File: src/rtl/muldiv_ctrl.sv
// Iterative multiply/divide sequencer for the execute stage: shift-add multiplier and
// restoring divider sharing one 2*WIDTH accumulator, writing HI/LO on completion.
module muldiv_ctrl #(
    parameter int WIDTH = 32
) (
    input  logic             clk,
    input  logic             reset,
    input  logic             start,
    input  logic [1:0]       op,
    input  logic [WIDTH-1:0] a,
    input  logic [WIDTH-1:0] b,
    input  logic             flush,
    output logic             stall,
    output logic             busy,
    output logic             done,
    output logic [WIDTH-1:0] hi,
    output logic [WIDTH-1:0] lo,
    output logic [1:0]       dbg_state
);

    // Handshake: start is a level request held by the stalled requester; it is
    // accepted on the edge where state is IDLE or DONE and flush is low. done is a
    // one-cycle pulse coincident with hi/lo showing the new result.

    localparam int CW = (WIDTH > 1) ? $clog2(WIDTH) : 1;

    typedef enum logic [1:0] {
        IDLE = 2'd0,
        BUSY = 2'd1,
        DONE = 2'd2
    } state_t;

    state_t             state;
    logic [CW-1:0]      cnt;
    logic               is_div;
    logic               neg_q;
    logic               neg_r;
    logic               b_zero;
    logic [WIDTH-1:0]   ma;
    logic [WIDTH-1:0]   mb;
    logic [2*WIDTH-1:0] acc;

    logic               signed_op;
    logic [WIDTH-1:0]   a_mag;
    logic [WIDTH-1:0]   b_mag;
    logic               accept;

    logic [WIDTH:0]     msum;
    logic [2*WIDTH-1:0] mul_next;
    logic [WIDTH:0]     trial;
    logic               qbit;
    logic [WIDTH-1:0]   rem_next;
    logic [2*WIDTH-1:0] div_next;
    logic [2*WIDTH-1:0] acc_next;

    logic [2*WIDTH-1:0] prod_fix;
    logic [WIDTH-1:0]   quo_fix;
    logic [WIDTH-1:0]   rem_fix;
    logic [WIDTH-1:0]   res_hi;
    logic [WIDTH-1:0]   res_lo;

    assign signed_op = ~op[0];
    assign a_mag     = (signed_op && a[WIDTH-1]) ? -a : a;
    assign b_mag     = (signed_op && b[WIDTH-1]) ? -b : b;
    assign accept    = start && !flush && (state == IDLE || state == DONE);

    assign stall     = accept || (state == BUSY);
    assign busy      = (state == BUSY);
    assign dbg_state = state;

    always_comb begin
        // Multiply: low half holds the remaining multiplier bits, high half the partial sum.
        msum     = {1'b0, acc[2*WIDTH-1:WIDTH]} + (acc[0] ? {1'b0, ma} : '0);
        mul_next = {msum, acc[WIDTH-1:1]};

        // Divide: high half is the partial remainder, low half shifts dividend out / quotient in.
        trial    = {acc[2*WIDTH-1:WIDTH], acc[WIDTH-1]};
        qbit     = (trial >= {1'b0, mb});
        rem_next = qbit ? WIDTH'(trial - {1'b0, mb}) : trial[WIDTH-1:0];
        div_next = {rem_next, acc[WIDTH-2:0], qbit};

        acc_next = is_div ? div_next : mul_next;

        prod_fix = neg_q ? -acc_next : acc_next;
        quo_fix  = neg_q ? -acc_next[WIDTH-1:0] : acc_next[WIDTH-1:0];
        rem_fix  = neg_r ? -acc_next[2*WIDTH-1:WIDTH] : acc_next[2*WIDTH-1:WIDTH];

        if (is_div) begin
            res_hi = rem_fix;
            res_lo = b_zero ? '1 : quo_fix;
        end else begin
            res_hi = prod_fix[2*WIDTH-1:WIDTH];
            res_lo = prod_fix[WIDTH-1:0];
        end
    end

    always_ff @(posedge clk) begin
        if (reset) begin
            state  <= IDLE;
            cnt    <= '0;
            is_div <= 1'b0;
            neg_q  <= 1'b0;
            neg_r  <= 1'b0;
            b_zero <= 1'b0;
            ma     <= '0;
            mb     <= '0;
            acc    <= '0;
            hi     <= '0;
            lo     <= '0;
            done   <= 1'b0;
        end else begin
            done <= 1'b0;
            if (flush) begin
                state <= IDLE;
            end else begin
                case (state)
                    IDLE, DONE: begin
                        if (start) begin
                            state  <= BUSY;
                            cnt    <= '0;
                            is_div <= op[1];
                            neg_q  <= signed_op && (a[WIDTH-1] ^ b[WIDTH-1]);
                            neg_r  <= signed_op && a[WIDTH-1];
                            b_zero <= (b == '0);
                            ma     <= a_mag;
                            mb     <= b_mag;
                            acc    <= op[1] ? {{WIDTH{1'b0}}, a_mag} : {{WIDTH{1'b0}}, b_mag};
                        end else begin
                            state <= IDLE;
                        end
                    end
                    BUSY: begin
                        acc <= acc_next;
                        cnt <= cnt + 1'b1;
                        // The last iteration's result is sign-corrected and written in one edge.
                        if (cnt == CW'(WIDTH - 1)) begin
                            state <= DONE;
                            done  <= 1'b1;
                            hi    <= res_hi;
                            lo    <= res_lo;
                        end
                    end
                    default: state <= IDLE;
                endcase
            end
        end
    end

endmodule
File: config.mk
export PLATFORM = sky130hd
export DESIGN_NAME = muldiv_ctrl
export DESIGN_NICKNAME = d
export VERILOG_FILES = /design/src/rtl/muldiv_ctrl.sv
export SDC_FILE = /design/constraint.sdc
export NUM_CORES = 1
export LEC_CHECK = 0
export BUFFER_PORTS_ARGS = -buffer_cell sky130_fd_sc_hd__buf_2
export CELL_PAD_IN_SITES_DETAIL_PLACEMENT = 0
export CELL_PAD_IN_SITES_GLOBAL_PLACEMENT = 1
export CORE_UTILIZATION = 45
export CTS_CLUSTER_DIAMETER = 200
export DETAILED_ROUTE_END_ITERATION = 16
export PLACE_DENSITY_LB_ADDON = 0.1
export SETUP_SLACK_MARGIN = 0.3
export SLEW_MARGIN = 30
export SYNTH_ARGS = -nofsm -noshare
export SYNTH_HDL_FRONTEND = slang
export SYNTH_SLANG_ARGS = --single-unit
File: constraint.sdc
create_clock -name clk -period 5.45 [get_ports clk]
set_input_delay 0.545 -clock clk [delete_from_list [all_inputs] [get_ports clk]]
set_output_delay 0.545 -clock clk [all_outputs]
set_load 0.03 [all_outputs]
# Word level (Yosys, flattened, before mapping)
# Index checks and enable logic that the tools add are counted.
# totals
ff_bits,204
inputBits,70
output_inout_bits,69
# op_classes
addsub,8
magnitude_cmp,1
n_eq_ne,5
mux,20
n_bitwise,4
n_reduce_logical,17
# op_table
op,n
32-bit 2-to-1 mux,10
64-bit 2-to-1 mux,3
32-bit negation,4
64-bit one-hot mux with 2 select lines,1
64-bit negation,1
32-bit by 32-bit adder with 33-bit output,1
33-bit by 32-bit >= comparator with 1-bit output,1
32-bit logical NOT,1
32-bit subtractor,1
5-bit one-hot mux with 2 select lines,1
3-bit AND reduction,3
5-bit by 1-bit adder with 5-bit output (second input constant),1
5-bit == test (second input constant),1
1-bit logical AND,5
5-bit 2-to-1 mux,1
2-bit one-hot mux with 2 select lines,1
2-bit OR reduction,2
1-bit inverter,3
3-bit OR reduction,1
2-bit by 1-bit == test with 1-bit output (second input constant),1
2-bit == test (second input constant),1
2-bit logical NOT,1
1-bit logical OR,2
1-bit 2-to-1 mux,2
other kinds (6),6

# Longest topological paths before layout
# Gate-level depths: netlist of the first run.
# logic_depth
word_depth,7
depth_mapped,23
mapped_depth_nobuf,21

# Worst setup path after synthesis of the first run
# OpenSTA, ideal clock, no wires.
# synth_timing
kind,register to register
startpoint,register is_div
endpoint,register hi[30]
setup_time_ps,137
t_arrival_ps,4723
setup_slack_ps,590
path_stages_with_launch,22
n_path_buf,7
synth_period_minus_slack_ps,4860
cell_sequence,dfxtp_1 > buf_1 > clkbuf_1 > buf_2 > clkbuf_1 > clkbuf_1 > clkbuf_1 > buf_1 > o21ai_0 > inv_1 > ha_1 > o2111ai_1 > nor2_1 > and2_1 > nand2_1 > or2_2 > nor2_1 > a41o_1 > nand2_1 > a2111oi_2 > or3_1 > a31oi_1
# synth_between
elab_chain_cells,4
# synth_lines
element,line,source
"start, declared",35,logic is_div;
"start signal, assigned",121,is_div <= op[1];
64-bit 2-to-1 mux,82,acc_next = is_div ? div_next : mul_next;
64-bit negation or 32-bit negation (tied branches),"84, 86",
64-bit 2-to-1 mux or 32-bit 2-to-1 mux (tied branches),"84, 86",
32-bit 2-to-1 mux (*),88,if (is_div) begin
"end signal, assigned",139,hi <= res_hi;
"end, declared",16,"output logic [WIDTH-1:0] hi,"
# Mark *: on every way between the ends. The rest lies on a longest branch, timed or not.
# A chain may end at the register's enable or synchronous reset.

# Worst setup path in the final report of the first run
# layout_timing
startpoint,register acc[36]
endpoint,register hi[23]
# layout_between
elab_chain_cells,6
# layout_lines
element,line,source
"start, declared",41,logic [2*WIDTH-1:0] acc;
"start signal, assigned",127,"acc <= op[1] ? {{WIDTH{1'b0}}, a_mag} : {{WIDTH{1'b0}}, b_mag};"
"start signal, assigned",133,acc <= acc_next;
32-bit subtractor or 33-bit by 32-bit >= comparator with 1-bit output (tied branches),"79, 78",
32-bit 2-to-1 mux,79,"rem_next = qbit ? WIDTH'(trial - {1'b0, mb}) : trial[WIDTH-1:0];"
64-bit 2-to-1 mux (*),82,
64-bit negation or 32-bit negation (tied branches),"84, 86",
64-bit 2-to-1 mux or 32-bit 2-to-1 mux (tied branches),"84, 86",
32-bit 2-to-1 mux (*),88,
# Marked as above.

==> results of run 1 <==
cells in the mapped netlist, types with 13 or more instances:
cell type	n	area, µm²
o31ai_1	19	143
and2_1	41	257
and3_1	21	131
nor2b_1	13	81.3
o21ai_0	136	681
o211ai_1	28	210
a31oi_1	14	87.6
mux2i_1	46	460
nand2_1	175	657
nand4_1	19	119
buf_1	13	48.8
o21a_1	18	135
nand2b_1	20	125
a22oi_1	35	263
or3_1	19	119
ha_1	70	876
inv_1	73	274
nor3_1	76	380
a21o_1	24	180
xor2_1	55	482
dfxtp_1	204	4080
xnor2_1	94	823
a211oi_1	113	848
nand3_1	40	200
nor4_1	21	131
a21oi_1	171	856
clkbuf_1	106	398
nor2_1	288	1080
critical path, stage by stage (launching register included):
cell	delay, ns
dfxtp_1	0.36
ha_1	0.46
nand2_2	0.20
nor4_4	0.49
a41oi_4	0.21
and3_1	0.33
a21oi_4	0.39
buf_4	0.23
a221oi_1	0.09
buf_2	0.23
or3_4	0.38
or3_4	0.42
nor4b_4	0.42
a21oi_1	0.15
or4_1	0.51
nand3_1	0.09
power groups by stage:
stage / logic (µW) / registers (µW) / clock network, µW
3_3_place_gp: 1030 / 1620 / 0
6_report: 1080 / 1600 / 1670
3_5_place_dp: 1030 / 1630 / 0
5_1_grt: 1150 / 1600 / 1750
2_1_floorplan: 691 / 1610 / 0
4_1_cts: 1040 / 1590 / 1690
per-layer routing:
metal,vias up,wire length [µm]
met5,-,0
met4,0,3120
met3,119,3990
met2,622,27900
met1,8035,29100
li1,8081,-
metrics by stage:
stage | setup WS (ns) | hold slack (ns) | cell area, µm² | std cells
3_3_place_gp | 0.383 | 0.438 | 17300 | 2688
6_report | 0.429 | 0.319 | 18300 | 2739
4_1_cts | 0.355 | 0.307 | 18100 | 2733
5_1_grt | 0.235 | 0.320 | 18300 | 2739
2_1_floorplan | 0.590 | 0.432 | 16000 | 2159
3_5_place_dp | 0.381 | 0.443 | 17300 | 2689
logic make-up after synthesis:
| family | count (synthesis) |
|---|---|
| AND/OR/NAND/NOR | 792 |
| buffers and inverters | 211 |
| XOR/XNOR | 149 |
| adder cells (fa/ha/maj) | 72 |
| AO/OA/AOI/OAI | 682 |
| flip-flops | 204 |
| multiplexers | 49 |
layout make-up:
type	count	area [µm²]	area share [%]
flip-flops and latches	204	4090	22.4
well taps	455	569	3.11
repair buffers	217	1300	7.10
clock buffers	35	704	3.85
inverters	75	282	1.54
multi-input cells	1744	11300	61.5
clock inverters	9	98.8	0.540
layout by cell type (no fill, tap or decap), drive strengths merged, types with 18 or more instances in the layout:
cell type  count
nor4          24
xnor2         94
a22oi         35
xor2          55
nor3          76
nand2        176
o31ai         20
buf          217
and3          21
dfxtp        204
clkbuf        35
mux2i         46
a21oi        177
and2          41
nand4         20
inv           75
o21ai        142
nand3         42
o211ai        28
a211oi       113
or3           21
o21a          18
nand2b        20
nor2         288
ha            70
a21o          24
final timing paths:
check,end,slack [ns],start,depth (start not counted)
hold reg to reg,hi[8]$_SDFFE_PP0P_,0.45,hi[8]$_SDFFE_PP0P_,2
setup / recovery,hi[23]$_SDFFE_PP0P_,0.43,acc[36]$_SDFFE_PP0P_,15
hold / removal,mb[0]$_SDFFE_PP0P_,0.32,b[0],3
setup reg to reg,hi[23]$_SDFFE_PP0P_,0.43,acc[36]$_SDFFE_PP0P_,15
registers in the layout (all words and copies together), names as in the netlist:
register and flops:
neg_q 1, done 1, b_zero 1, neg_r 1
is_div 1, dbg_state 2, acc 64, hi 32
lo 32, ma 32, cnt 5, mb 32
repair_timing:
action / in CTS / in global routing
setup buffers: 0 / 6
hold buffers: 0 / 0
gates resized for setup: 0 / 32
endpoints found under the setup margin: 0 / 16
==> metrics.md, run 1 <==
| Metric | Value |
|---|---|
| Async SR Flop Fraction | `0%` |
| Max-Cap Viols | `0` |
| Post-synthesis net count | `2301` |
| M3 GR Usage | `4.67%` |
| DP HPWL | `49900 µm` |
| Slew headroom | `37.5%` |
| Slew @ Worst Pin | `0.937 ns` |
| Status | `finished clean` |
| Cells after Synth | `2159` |
| Crit Path Max Fanout | `8` |
| Vias | `16900` |
| Die Height | `191 µm` |
| Leak | `0.00744 µW` |
| Slew Limit Fails | `0` |
| Hold/Removal Path Class | `in -> reg` |
| Chip width | `191 µm` |
| Ant diodes | `0` |
| Number of synthesized flops with an enable pin | `0` |
| Mean Syn Cell Area | `7.43 µm²` |
| Sequential-to-total area share from yosys stat | `25.5%` |
| Core footprint | `34800 µm²` |
| Clk sinks | `204` |
| Met1 GRT Util | `47.7%` |
| Final Util | `52.6%` |
| Nets@finish | `2409` |
| Clock power frac | `38.4%` |
| Worst endpoint data arrival time | `5.53 ns` |
| I/O Buffers | `138` |
| Synth unique cells | `102` |
| Period Utilization, post-route | `92.1%` |
| Die area | `36400 µm²` |
| Synth Register Bits | `204` |
| Most Crowded Layer GR | `met2` |
| Post-route ant nets | `0` |
| Vias per cell | `6.15` |
| Startpoint Class | `flip-flop` |
| Root buf cell | `clkbuf_16` |
| Post-synthesis instance area | `16000 µm²` |
| DRC violations left | `0` |
| Ys flop type | `dfxtp_1` |
| Post-synthesis compound-gate area fraction | `28.5%` |
| Switching share of power | `33.7%` |
| Critical setup path kind | `reg -> reg` |
| Main combinational cell family by area after synthesis | `compound AO/OA/AOI/OAI gates` |
| Gp weighted congestion | `1.03` |
| P&R area growth vs syn | `14.2%` |
| Met2 Track Usage GR | `53.2%` |
| PwrDens | `237 nW/µm²` |
| Final setup viols | `0` |
| Sum Neg Setup Slack | `0 ns` |
| Vias in the first global route | `15500` |
| P_int | `2880 µW` |
| Total chip power | `4340 µW` |
| Filler cell count | `3524` |
| Simple logic cell fraction of the synthesized area | `23.8%` |
| GRT Resource Usage Total | `34.7%` |
| CTS H-tree lvls | `1` |
| Final Critical Period | `5.02 ns` |
| Clock buffer depth | `3` |
| Synth Area in XOR/XNOR | `8.14%` |
| Total CTS buffers | `25` |
| Worst-path clk slew | `0.06 ns` |
| Req. time, crit path | `5.96 ns` |
| Mux contribution to synthesized area | `3.08%` |
| Initial DRC count | `1381` |
| Initial antenna violation count | `0` |
| Max Clock Skew | `0.0209 ns` |
| Switching pwr | `1460 µW` |
| WL final | `64100 µm` |
| Total gr overflow | `0` |
| Wire per inst | `23.4 µm` |
| Peak VDD IR | `0.216 mV` |
| Yosys Warn Count | `0` |
| Initial core utilization | `46.1%` |
| Post-Synth Adder-Cell Area | `5.71%` |
| TritonRoute pass-1 iters | `5` |
| Critical Path End Type | `flip-flop` |
| # IOs | `139` |
| RSZ-0062 raised after global routing | `yes` |
| Clock Latency Late Sink | `0.57 ns` |
| Largest net degree at the start of global routing | `97` |
| Rows | `68` |
| Max Freq | `199 MHz` |
| Layout cells sized above 1 | `14.7%` |
| Sequential Power Share | `36.8%` |
| Logic pwr share | `24.8%` |
| First-pass GRT wire length | `95700 µm` |
| CTS tree | `yes` |
| Final Hold Fails | `0` |
No activity file was read; power rests on OpenSTA's default activity.
==> inputs of run 2 (changes only) <==
- ABC_AREA: default -> 1
- CORE_UTILIZATION: 45 -> 43
==> run 2 against run 1 <==
Worst hold slack worse by 0.019 ns. First-iteration DRC count increased by 39%. Highest routed layer unchanged. Synthesized area up 10%. Combinational power grew 40%. Clock-buffer cell count rose by 2. Fmax grew 6.3%. Sequential power barely moved.
==> metrics.md, run 2 <==
| Metric | Value |
|---|---|
| Wire per inst | `20.1 µm (was 23.4 µm)` |
| Final Hold Fails | `0 (unchanged)` |
| Rows | `73 (was 68)` |
| Total CTS buffers | `26 (was 25)` |
| Synth Register Bits | `204 (unchanged)` |
| Vias per cell | `5.53 (was 6.15)` |
| Clock Latency Late Sink | `0.58 ns (was 0.57 ns)` |
| Startpoint Class | `flip-flop (unchanged)` |
| Largest net degree at the start of global routing | `95 (was 97)` |
| CTS H-tree lvls | `1 (unchanged)` |
| CTS tree | `yes (unchanged)` |
| Total gr overflow | `0 (unchanged)` |
| GRT Resource Usage Total | `34.9% (was 34.7%)` |
| Hold_buf cts | `0 (unchanged)` |
| Commonest non-fill, non-tap cells in the layout | `877 x nand2_1, 409 x inv_1, 326 x nor2_1, 234 x nand3_1, 202 x dfxtp_1 (was 285 x nor2_1, 198 x dfxtp_1, 174 x nand2_1, 167 x a21oi_1, 138 x buf_2)` |
| Setup bufs post-CTS | `0 (unchanged)` |
| Post-synthesis net count | `3187 (was 2301)` |
| Hold Slack | `0.300 ns (was 0.319 ns)` |
| Number of synthesized flops with an enable pin | `0 (unchanged)` |
| TritonRoute pass-1 iters | `6 (was 5)` |
| Initial antenna violation count | `3 (was 0)` |
| Synth unique cells | `57 (was 102)` |
| Slew @ Worst Pin | `0.974 ns (was 0.937 ns)` |
| Commonest non-fill, non-tap cell in the layout | `nand2_1 (was nor2_1)` |
| Delay of the slowest cell on the worst path | `0.44 ns (was 0.51 ns)` |
| Critical Path End Type | `flip-flop (unchanged)` |
| Placed Area | `18800 µm² (was 17300 µm²)` |
| Mean Syn Cell Area | `5.82 µm² (was 7.43 µm²)` |
| Layout cells sized above 1 | `9.18% (was 14.7%)` |
| First-pass GRT wire length | `111000 µm (was 95700 µm)` |
| Core footprint | `40200 µm² (was 34800 µm²)` |
| Max Freq | `212 MHz (was 199 MHz)` |
| Largest register FFs | `64 (unchanged)` |
| Sum Neg Setup Slack | `0 ns (unchanged)` |
| Worst endpoint data arrival time | `5.18 ns (was 5.53 ns)` |
| Max-Cap Viols | `0 (unchanged)` |
| Period Utilization, post-route | `86.7% (was 92.1%)` |
| Synth area leader | `dfxtp_1 (unchanged)` |
| Switching share of power | `38.3% (was 33.7%)` |
| DP HPWL | `58400 µm (was 49900 µm)` |
| Crit Path Max Fanout | `6 (was 8)` |
| Die area | `42000 µm² (was 36400 µm²)` |
| Clk sinks | `204 (unchanged)` |
| Status | `finished clean (unchanged)` |
| Switching pwr | `1870 µW (was 1460 µW)` |
| Slew headroom | `35.0% (was 37.5%)` |
| Finished Cell Area | `19700 µm² (was 18300 µm²)` |
| Ys flop type | `dfxtp_1 (unchanged)` |
| Post-synthesis instance area | `17700 µm² (was 16000 µm²)` |
| Logic pwr share | `30.8% (was 24.8%)` |
| Hold/Removal Path Class | `in -> reg (unchanged)` |
| Initial DRC count | `1913 (was 1381)` |
| Most frequent cell after synthesis | `nand2_1 (was nor2_1)` |
| Critical setup path kind | `reg -> reg (unchanged)` |
| Cells after Synth | `3045 (was 2159)` |
| Sequential Power Share | `32.3% (was 36.8%)` |
| Total chip power | `4900 µW (was 4340 µW)` |
| Vias in the first global route | `19100 (was 15500)` |
| Async SR Flop Fraction | `0% (unchanged)` |
| Slew Limit Fails | `0 (unchanged)` |
| P&R area growth vs syn | `11.0% (was 14.2%)` |
| Peak VDD IR | `0.236 mV (was 0.216 mV)` |
| Final setup viols | `0 (unchanged)` |
| Initial core utilization | `44.1% (was 46.1%)` |
| Sequential-to-total area share from yosys stat | `23.1% (was 25.5%)` |
| Yosys Warn Count | `0 (unchanged)` |
| Max Clock Skew | `0.0258 ns (was 0.0209 ns)` |
| Largest register by flop count | `acc (unchanged)` |
| Post-route ant nets | `0 (unchanged)` |
| Most frequent CP cell | `nand2_1 (was or3_4)` |
| Worst-path clk slew | `0.06 ns (about the same)` |
| CP max-delay cell | `a21oi_1 (was or4_1)` |
| Final Util | `48.9% (was 52.6%)` |
| Top cells by count, synth | `878 x nand2_1, 411 x inv_1, 329 x nor2_1 (was 288 x nor2_1, 204 x dfxtp_1, 175 x nand2_1)` |
| WL final | `73600 µm (was 64100 µm)` |
| DRC violations left | `0 (unchanged)` |
| Chip width | `205 µm (was 191 µm)` |
| Vias | `20300 (was 16900)` |
| Clock power frac | `37.0% (was 38.4%)` |
| # IOs | `139 (unchanged)` |
| Gp weighted congestion | `1.05 (was 1.03)` |
| Leak | `0.0101 µW (was 0.00744 µW)` |
| PostCTS Resize Cnt | `0 (unchanged)` |
| Nets@finish | `3262 (was 2409)` |
| Clock buffer depth | `3 (unchanged)` |
| Post-synth top area share | `23.1% (was 25.5%)` |
| Area contributors post-synth | `dfxtp_1 23%, nand2_1 19%, inv_1 8.7% (was dfxtp_1 25%, nor2_1 6.7%, ha_1 5.5%)` |
| P_int | `3020 µW (was 2880 µW)` |
| Req. time, crit path | `5.90 ns (was 5.96 ns)` |
| Final Critical Period | `4.72 ns (was 5.02 ns)` |
| Die Height | `205 µm (was 191 µm)` |
| Root buf cell | `clkbuf_16 (unchanged)` |
| I/O Buffers | `138 (unchanged)` |
| PwrDens | `249 nW/µm² (was 237 nW/µm²)` |
| RSZ-0062 raised after global routing | `no (was yes)` |
## run 2: cell type report
type                       count  area (µm²)
antenna                        2        5.00
clock buffer                  37         753
clock inverter                 9         131
fill                        4412       20500
inverter                     425        1600
multi-input combinational   2301       11600
sequential                   204        4090
tap                          525         657
timing repair buffer         162         883
## run 2: kinds of logic after synthesis
kind of cell,Yosys count,synth area share [%]
AND/OR/NAND/NOR,1592,38.0
buffers and inverters,540,11.8
AO/OA/AOI/OAI,525,16.4
flip-flops,204,23.1
XOR/XNOR,111,5.49
adder cells (fa/ha/maj),72,5.17
multiplexers,1,0.0565
## run 2: power groups by stage
stage	clock network, µW	registers, µW	logic [µW]
after floorplan	0	1600	997
after global placement	0	1610	1470
after detailed placement	0	1610	1470
after CTS	1820	1580	1480
after global routing	1870	1590	1660
final	1810	1580	1510
## run 2: worst paths after layout
kind                                      startpoint             endpoint  slack (ns)  cells after the start
worst max-delay path            acc[61]$_SDFFE_PP0P_  hi[18]$_SDFFE_PP0P_        0.73                     28
worst min-delay path                           op[0]   neg_q$_SDFFE_PP0P_        0.30                      2
worst max register to register  acc[61]$_SDFFE_PP0P_  hi[18]$_SDFFE_PP0P_        0.73                     28
worst min register to register   ma[28]$_SDFFE_PP0P_  ma[28]$_SDFFE_PP0P_        0.46                      2
## run 2: per-stage QoR
| stage | instances | worst slack (ns) |
|---|---|---|
| 6_report | 3665 | 0.726 |
| 5_1_grt | 3663 | 0.412 |
| 4_1_cts | 3663 | 0.847 |
| 3_5_place_dp | 3617 | 0.885 |
| 3_3_place_gp | 3617 | 0.814 |
| 2_1_floorplan | 3045 | 1.82 |
## run 2: metal layers
metal	vias to the layer above	GRT usage, %	wire length, µm
li1	9925	-	-
met1	9311	45.9	31700
met2	844	57.4	33400
met3	170	4.39	5210
met4	0	14.0	3240
met5	-	0	0
## run 2: critical path, delay by kind of cell, from the launching register on
| kind | cells | cell delay (ns) |
|---|---|---|
| AND/OR/NAND/NOR | 22 | 2.80 |
| adder cells (fa/ha/maj) | 2 | 0.59 |
| AO/OA/AOI/OAI | 2 | 0.63 |
| buffers and inverters | 2 | 0.17 |
| flip-flops | 1 | 0.42 |
==> inputs of run 3 (changes only) <==
--- a/config.mk
+++ b/config.mk
@@ -11,3 +11,3 @@
 export CELL_PAD_IN_SITES_GLOBAL_PLACEMENT = 1
-export CORE_UTILIZATION = 43
+export CORE_UTILIZATION = 39
 export CTS_CLUSTER_DIAMETER = 200
==> constraint.sdc (replaced) <==
create_clock -name clk -period 3.9 [get_ports clk]
set_input_delay 0.585 -clock clk [delete_from_list [all_inputs] [get_ports clk]]
set_output_delay 0.585 -clock clk [all_outputs]
set_load 0.03 [all_outputs]
==> run 3 against run 2 <==
Via count is 6.5% higher. Fmax is 24% higher. Sequential power is 40% higher. Wire length is 9.6% higher. Utilization is 3.8 points higher. Highest routed layer is now met5.
==> metrics.md, run 3 (synthesis gave the netlist of run 2 again) <==
| Metric | Value |
|---|---|
| Finished Cell Area | `23500 µm² (was 19700 µm²)` |
| Largest net degree at the start of global routing | `95 (unchanged)` |
| Die Height | `215 µm (was 205 µm)` |
| Clock Latency Late Sink | `0.58 ns (about the same)` |
| Initial antenna violation count | `4 (was 3)` |
| R2r setup slk | `0.08 ns (was 0.73 ns)` |
| Placed Area | `20700 µm² (was 18800 µm²)` |
| Initial DRC count | `1933 (was 1913)` |
| Critical setup path kind | `reg -> reg (unchanged)` |
| P&R area growth vs syn | `32.6% (was 11.0%)` |
| Worst endpoint data arrival time | `4.25 ns (was 5.18 ns)` |
| Max-Cap Viols | `0 (unchanged)` |
| Largest register FFs | `64 (unchanged)` |
| Filler cell count | `4709 (was 4412)` |
| Gp weighted congestion | `0.964 (was 1.05)` |
| Vias per cell | `5.35 (was 5.53)` |
| Critical Path End Type | `flip-flop (unchanged)` |
| Vias | `21600 (was 20300)` |
| Dpl cells | `3927 (was 3617)` |
| RSZ-0062 raised after global routing | `yes (was no)` |
| Commonest non-fill, non-tap cells in the layout | `789 x nand2_1, 381 x inv_1, 312 x buf_4, 283 x nor2_1, 208 x nand3_1 (was 877 x nand2_1, 409 x inv_1, 326 x nor2_1, 234 x nand3_1, 202 x dfxtp_1)` |
| # IOs | `139 (unchanged)` |
| Final non-filler cell total | `4031 (was 3665)` |
| Root buf cell | `clkbuf_16 (unchanged)` |
| Startpoint Class | `flip-flop (unchanged)` |
| Initial core utilization | `39.8% (was 44.1%)` |
| Largest register by flop count | `acc (unchanged)` |
| Slew headroom | `38.0% (was 35.0%)` |
| Final setup viols | `0 (unchanged)` |
| Clock buffer depth | `3 (unchanged)` |
| Period Utilization, post-route | `98.0% (was 86.7%)` |
| Nets@finish | `3562 (was 3262)` |
| Final Critical Period | `3.82 ns (was 4.72 ns)` |
| Hold/Removal Path Class | `in -> reg (unchanged)` |
| TritonRoute pass-1 iters | `9 (was 6)` |
| Worst-path clk slew | `0.06 ns (about the same)` |
| CP max-delay cell | `dfxtp_1 (was a21oi_1)` |
| Most frequent CP cell | `buf_4 (was nand2_1)` |
| Clk sinks | `204 (unchanged)` |
| Total chip power | `7300 µW (was 4900 µW)` |
| Final Hold Fails | `0 (unchanged)` |
| Commonest non-fill, non-tap cell in the layout | `nand2_1 (unchanged)` |
| Slew Limit Fails | `0 (unchanged)` |
| DRC violations left | `0 (unchanged)` |
| Post-route ant nets | `0 (unchanged)` |
| CTS tree | `yes (unchanged)` |
| Delay of the slowest cell on the worst path | `0.45 ns (was 0.44 ns)` |
| Hold Slack | `0.286 ns (was 0.300 ns)` |
| Multi-input gate area | `12900 µm² (was 11600 µm²)` |
| Status | `finished clean (unchanged)` |
| Die area | `46300 µm² (was 42000 µm²)` |
| Crit Path Max Fanout | `3 (was 6)` |
| Max Freq | `262 MHz (was 212 MHz)` |
| GRT Resource Usage Total | `33.8% (was 34.9%)` |
| Hold_buf cts | `0 (unchanged)` |
| Core footprint | `44500 µm² (was 40200 µm²)` |
| Total gr overflow | `0 (unchanged)` |
| Leak | `0.0118 µW (was 0.0101 µW)` |
| Req. time, crit path | `4.32 ns (was 5.90 ns)` |
| Wire per inst | `20.0 µm (was 20.1 µm)` |
| DP HPWL | `63200 µm (was 58400 µm)` |
| Vias in the first global route | `20400 (was 19100)` |
| Rows | `77 (was 73)` |
| PwrDens | `311 nW/µm² (was 249 nW/µm²)` |
| WL final | `80700 µm (was 73600 µm)` |
| Slew @ Worst Pin | `0.925 ns (was 0.974 ns)` |
| Total CTS buffers | `25 (was 26)` |
| Register area | `4120 µm² (was 4090 µm²)` |
| Sum Neg Setup Slack | `0 ns (unchanged)` |
| First-pass GRT wire length | `120000 µm (was 111000 µm)` |
| Chip width | `215 µm (was 205 µm)` |
| CTS H-tree lvls | `1 (unchanged)` |
| Max Clock Skew | `0.0172 ns (was 0.0258 ns)` |
| Peak VDD IR | `0.332 mV (was 0.236 mV)` |
| Ant diodes | `0 (was 2)` |
| I/O Buffers | `138 (unchanged)` |
| Layout cells sized above 1 | `26.0% (was 9.18%)` |
## run 3: cell count changes in the layout (fill, tap and decap cells not counted), sizes merged
cell and change:
clkinvlp -1, diode -2, buf +298, inv -1, clkinv +5
## run 3: cell type report
cell class | count | area share, %
multi-input combinational | 2301 | 55.1
sequential | 204 | 17.5
timing repair buffer | 463 | 13.9
inverter | 425 | 6.80
tap | 592 | 3.15
clock buffer | 34 | 2.94
clock inverter | 12 | 0.554
## run 3: path summary, 6_finish.rpt
path	from	endpoint	cells after the start
max	acc[34]$_SDFFE_PP0P_	lo[6]$_SDFFE_PP0P_	29
min	op[0]	neg_q$_SDFFE_PP0P_	2
max reg2reg	acc[34]$_SDFFE_PP0P_	lo[6]$_SDFFE_PP0P_	29
min reg2reg	ma[7]$_SDFFE_PP0P_	ma[7]$_SDFFE_PP0P_	2
## run 3: where the power goes
| part | internal (µW) | switching, µW | leakage (µW) | total, µW |
|---|---|---|---|---|
| sequential | 2160 | 49.9 | 0.00167 | 2210 |
| combinational | 948 | 1740 | 0.00971 | 2690 |
| clock | 1380 | 1020 | 0.000402 | 2400 |
| total | 4490 | 2810 | 0.0118 | 7300 |
## run 3: metal layers
layer | up-vias | routed length (µm) | GRT usage [%] | part of all wire (%)
met5 | - | 13 | 0 | 0.016
met4 | 2 | 4740 | 17.4 | 5.9
met3 | 186 | 4770 | 3.52 | 5.9
met2 | 801 | 37200 | 55.9 | 46
met1 | 10100 | 34000 | 43.3 | 42
li1 | 10500 | - | - | -
## run 3: through the flow
step / utilization, % / setup WS [ns]
2_1_floorplan: - / 0.337
3_3_place_gp: 46.6 / -0.172
3_5_place_dp: 46.6 / -0.0999
4_1_cts: 49.9 / 0.181
5_1_grt: 52.8 / -0.129
6_report: 52.8 / 0.0772
## run 3: timing repair
item                       4_1_cts  5_1_grt
cloned                           0        4
resized for setup               90      293
setup endpoints to repair       30       34
buffers inserted                23       31
pin swaps                       28       75
## run 3: worst max-delay path, delay by kind of cell (launching register included)
kind | cells | cell delay [ns]
flip-flops | 1 | 0.45
buffers and inverters | 12 | 1.31
XOR/XNOR | 1 | 0.16
AND/OR/NAND/NOR | 12 | 1.13
adder cells (fa/ha/maj) | 2 | 0.41
AO/OA/AOI/OAI | 2 | 0.24
